===== config.mk =====
export PLATFORM = sky130hd
export DESIGN_NAME = prog_loader
export DESIGN_NICKNAME = d
export VERILOG_FILES = /design/src/rtl/prog_loader.sv
export SDC_FILE = /design/constraint.sdc
export NUM_CORES = 1
export LEC_CHECK = 0
export CAP_MARGIN = 0
export CORE_MARGIN = 5
export CORE_UTILIZATION = 40
export DETAILED_ROUTE_END_ITERATION = 12
export PLACE_DENSITY = 0.67
export SKIP_CTS_REPAIR_TIMING = 1
export SLEW_MARGIN = 30
export SYNTH_ARGS = -nofsm -noshare
export SYNTH_HDL_FRONTEND = slang
export SYNTH_SLANG_ARGS = --single-unit

===== constraint.sdc =====
create_clock -name clk -period 3.4 [get_ports clk]
set_input_delay 0.85 -clock clk [delete_from_list [all_inputs] [get_ports clk]]
set_output_delay 0.85 -clock clk [all_outputs]
set_load 0.005 [all_outputs]

===== src/rtl/prog_loader.sv =====
// prog_loader: receives a length/data/checksum byte frame from a host stream,
// writes the data bytes into a small program memory and releases the processor
// core reset only after the whole frame checked out. The core fetches from the
// same memory through a registered read port that works in every state.
module prog_loader #(
    parameter int DEPTH  = 32,
    parameter int ADDR_W = 5
) (
    input  logic              clk,
    input  logic              rstn_ext,
    input  logic [7:0]        in_data,
    input  logic              in_valid,
    output logic              in_ready,
    input  logic [ADDR_W-1:0] prog_addr,
    output logic [7:0]        prog_data,
    output logic              rstn_inter,
    output logic              load_done,
    output logic              load_err,
    output logic [ADDR_W:0]   wr_cnt_dbg
);

    typedef enum logic [2:0] {
        S_IDLE,
        S_DATA,
        S_CSUM,
        S_DONE,
        S_ERR
    } state_t;

    // Length bytes are 8 bits wide, the stored length and counter are ADDR_W+1.
    localparam logic [8:0]      DEPTH_B = 9'(DEPTH);
    localparam logic [ADDR_W:0] DEPTH_A = (ADDR_W + 1)'(DEPTH);

    state_t            state_q, state_d;
    logic [ADDR_W:0]   len_q, len_d;
    logic [ADDR_W:0]   wr_cnt_q, wr_cnt_d;
    logic [7:0]        acc_q, acc_d;
    logic              ready_q, ready_d;
    logic              done_q, done_d;
    logic              err_q, err_d;
    logic              rsti_q, rsti_d;
    logic [7:0]        prog_data_q, prog_data_d;

    // Program memory: never reset, so a partially loaded or aborted image
    // leaves whatever was already written in place.
    logic [7:0]        mem [DEPTH];
    logic              mem_we;
    logic [ADDR_W-1:0] mem_waddr;

    logic              xfer;

    // in_ready is a registered state decode, forced low while reset is held.
    assign in_ready   = ready_q & rstn_ext;
    assign xfer       = in_valid & in_ready;

    assign prog_data  = prog_data_q;
    assign rstn_inter = rsti_q;
    assign load_done  = done_q;
    assign load_err   = err_q;
    assign wr_cnt_dbg = wr_cnt_q;

    // Frame parser: next state, counters, accumulator and memory write strobe.
    always_comb begin
        state_d   = state_q;
        len_d     = len_q;
        wr_cnt_d  = wr_cnt_q;
        acc_d     = acc_q;
        mem_we    = 1'b0;
        mem_waddr = wr_cnt_q[ADDR_W-1:0];
        case (state_q)
            S_IDLE: begin
                if (xfer) begin
                    if (in_data != 8'd0 && {1'b0, in_data} <= DEPTH_B) begin
                        len_d    = (ADDR_W + 1)'(in_data);
                        wr_cnt_d = '0;
                        acc_d    = 8'd0;
                        state_d  = S_DATA;
                    end else begin
                        state_d  = S_ERR;
                    end
                end
            end
            S_DATA: begin
                if (xfer) begin
                    mem_we   = 1'b1;
                    acc_d    = acc_q ^ in_data;
                    wr_cnt_d = wr_cnt_q + 1'b1;
                    if (wr_cnt_d == len_q) begin
                        state_d = S_CSUM;
                    end
                end
            end
            S_CSUM: begin
                if (xfer) begin
                    state_d = (in_data == acc_q) ? S_DONE : S_ERR;
                end
            end
            S_DONE:  state_d = S_DONE;
            S_ERR:   state_d = S_ERR;
            default: state_d = S_ERR;
        endcase
    end

    // Registered outputs are decoded from the next state so they line up
    // with the first cycle spent in that state.
    always_comb begin
        ready_d = (state_d == S_IDLE) || (state_d == S_DATA) || (state_d == S_CSUM);
        done_d  = (state_d == S_DONE);
        err_d   = (state_d == S_ERR);
        rsti_d  = (state_d == S_DONE);
    end

    // Fetch path: out-of-range addresses (only possible when DEPTH < 2**ADDR_W) read 0.
    always_comb begin
        prog_data_d = 8'd0;
        if ({1'b0, prog_addr} < DEPTH_A) begin
            prog_data_d = mem[prog_addr];
        end
    end

    // Loader state and registered outputs, synchronous active-low reset.
    always_ff @(posedge clk) begin
        if (!rstn_ext) begin
            state_q     <= S_IDLE;
            len_q       <= '0;
            wr_cnt_q    <= '0;
            acc_q       <= 8'd0;
            ready_q     <= 1'b1;
            done_q      <= 1'b0;
            err_q       <= 1'b0;
            rsti_q      <= 1'b0;
            prog_data_q <= 8'd0;
        end else begin
            state_q     <= state_d;
            len_q       <= len_d;
            wr_cnt_q    <= wr_cnt_d;
            acc_q       <= acc_d;
            ready_q     <= ready_d;
            done_q      <= done_d;
            err_q       <= err_d;
            rsti_q      <= rsti_d;
            prog_data_q <= prog_data_d;
        end
    end

    // Memory write port; the fetch register samples the old word on the
    // same edge, giving read-before-write behaviour.
    always_ff @(posedge clk) begin
        if (mem_we) begin
            mem[mem_waddr] <= in_data;
        end
    end

endmodule

==> results_dict.tcl <==
set metrics [dict create \
    cp-start-kind "input pin" \
    async_reset_ff_share_pct 0 \
    overflow 0 \
    first_iter_violations 478 \
    cp_max_fo 3 \
    fp.dieH_um 181 \
    worst_slew_pin_slew_ns 0.737 \
    max_freq_mhz 352 \
    intPower_w 0.00597 \
    place_congestion 0.819 \
    die_width_um 181 \
    layout.nets 759 \
    vdd_drop_max_uv 350 \
    syn_nets 672 \
    p_leak_nw 4.40 \
    placementRows 62 \
    power_density_nw_per_um2 541 \
    grt_util_met3_pct 2.53 \
    outcome "completed" \
    synth-seq-cells 290 \
    fp.coreArea_sq_um 28800 \
    p_sw_w 0.00148 \
    clock-sinks 290 \
    grt_pass1_vias 6485 \
    hold_ws_ns 0.503 \
    pin_count 34 \
    combPwrFrac_pct 4.9 \
    busiest_layer "met2" \
    crit_arrival_ns 1.99 \
    layout-drive-gt1-share_pct 22.9 \
    insertion_delay_ns 0.54 \
    wl_per_cell_um 22.0 \
    yosys_warnings 0 \
    syn_to_final_growth_pct 17.6 \
    yosysUniqueCellTypes 48 \
    dr.pass1.iters 4 \
    setup-tns-final_ns 0 \
    grt_antenna_before_repair 1 \
    synth-seq-area-share_pct 71.5 \
    start_util_pct 40.7 \
    h-tree-depth 1 \
    final_common_cell "edfxtp_1" \
    dp_hpwl_um 15600 \
    drt-vias-per-instance 5.40 \
    num_vias 6173 \
    drc 0 \
    synthCells 651 \
    rsz0062_at_grt "false" \
    clock_power_share_pct 42.8 \
    insertedDiodeCount 0 \
    layout_common_cells "edfxtp_1 (256), mux4_2 (64), buf_4 (54), nor2_1 (41), dfxtp_1 (34)" \
    postRouteAntennaNets 0 \
    post-route-util_pct 47.8 \
    grt_util_all_layers_pct 15.2 \
    slew_headroom_pct 50.9 \
    cts_buffers 30 \
    hold_viol_final 0 \
    p_seq_share_pct 52.3 \
    synth_edf_count 256 \
    synth_flop_cell "edfxtp_1" \
    use_met2_pct 25.5 \
    required_ns 2.55 \
    cts_max_path_buffers 3 \
    gr-usage-met1_pct 21.3 \
    root_buffer "clkbuf_16" \
    end_kind "output port" \
    cts_tree "built" \
    routed_wirelength_um 25200 \
    die_area_sq_um 32800 \
    hold_path_class "flop to flop" \
    grt_start_max_net_pins 47 \
    grt_first_pass_wirelength_um 38700 \
    syn_area_per_cell_sq_um 18.0 \
    skew_ns 0.0139 \
    finalMaxSlewViolations 0 \
    fin_crit_sh_pct 83.5 \
    p_sw_share_pct 19.8 \
    min_period_ns 2.84 \
    drv_cap 0 \
    clkTransAtPathRegs_ns 0.06 \
    setup_viol 0 \
    syn_area_sq_um 11700 \
    critPathKind "input pin to output port" \
    port_buffers 33 \
]
cell usage after synthesis (11+ instances only):
| cell type | count | area share [%] |
|---|---|---|
| edfxtp_1 | 256 | 66 |
| o21ai_0 | 11 | 0.47 |
| clkbuf_1 | 14 | 0.45 |
| mux4_2 | 64 | 12 |
| nor2b_1 | 30 | 1.6 |
| a21oi_1 | 20 | 0.86 |
| dfxtp_1 | 34 | 5.8 |
| nor2_1 | 41 | 1.3 |
| mux2i_1 | 22 | 1.9 |
| nand2_1 | 20 | 0.64 |
| xnor2_1 | 12 | 0.90 |
layer usage:
metal	wire length, um	part of all wire (%)	vias to the layer above
li1	-	-	2770
met1	10900	43	3201
met2	12400	49	166
met3	1350	5.4	36
met4	461	1.8	0
met5	0	0	-
registers in the layout, summed over array words and instances, names as in the netlist:
register    count
rstn_inter      1
acc_q           8
load_err        1
state_q         3
mem           256
ready_q         1
wr_cnt_dbg      6
len_q           6
prog_data       8
layout make-up:
| type | instances | area (sq um) |
|---|---|---|
| well taps | 384 | 480 |
| clock buffers | 41 | 833 |
| inverters | 7 | 26.3 |
| flip-flops and latches | 290 | 8370 |
| multi-input cells | 320 | 3140 |
| fillers | 2412 | 15000 |
| repair buffers | 89 | 776 |
| clock inverters | 13 | 136 |
power by group through the flow:
stage               logic, W  registers (W)  clock network (W)
floorplan           0.000192        0.00397                  0
global placement    0.000360        0.00396                  0
detailed placement  0.000369        0.00397                  0
CTS                 0.000371        0.00389            0.00326
global route        0.000392        0.00389            0.00343
finish              0.000365        0.00389            0.00319
metrics by stage:
step | instance area (sq um) | std cells | total power (W) | setup WS [ns]
3_3_place_gp | 12800 | 1090 | 0.00432 | 0.362
2_1_floorplan | 11700 | 651 | 0.00416 | 0.631
3_5_place_dp | 12800 | 1090 | 0.00433 | 0.344
6_report | 13800 | 1144 | 0.00744 | 0.560
4_1_cts | 13800 | 1144 | 0.00753 | 0.533
5_1_grt | 13800 | 1144 | 0.00771 | 0.492
path summary, 6_finish.rpt:
path	start	end	slack (ns)	depth (start not counted)
min	acc_q[5]	acc_q[5]	0.50	2
min reg2reg	acc_q[5]	acc_q[5]	0.50	2
max reg2reg	wr_cnt_dbg[4]	rstn_inter	0.89	5
max	rstn_ext	in_ready	0.56	3
critical path, stage by stage:
cell             delay [ns]
clkdlybuf4s50_1        0.50
and2_1                 0.14
clkdlybuf4s50_1        0.50
kinds of logic after synthesis:
group                    after synthesis  synth area share [%]
buffers and inverters                 41                  1.63
AO/OA/AOI/OAI                         69                  4.01
multiplexers                          86                  14.2
adder cells (fa/ha/maj)                5                 0.535
AND/OR/NAND/NOR                      144                  6.79
XOR/XNOR                              16                  1.32
flip-flops                           290                  71.5
(Power assumes the default switching activity.)
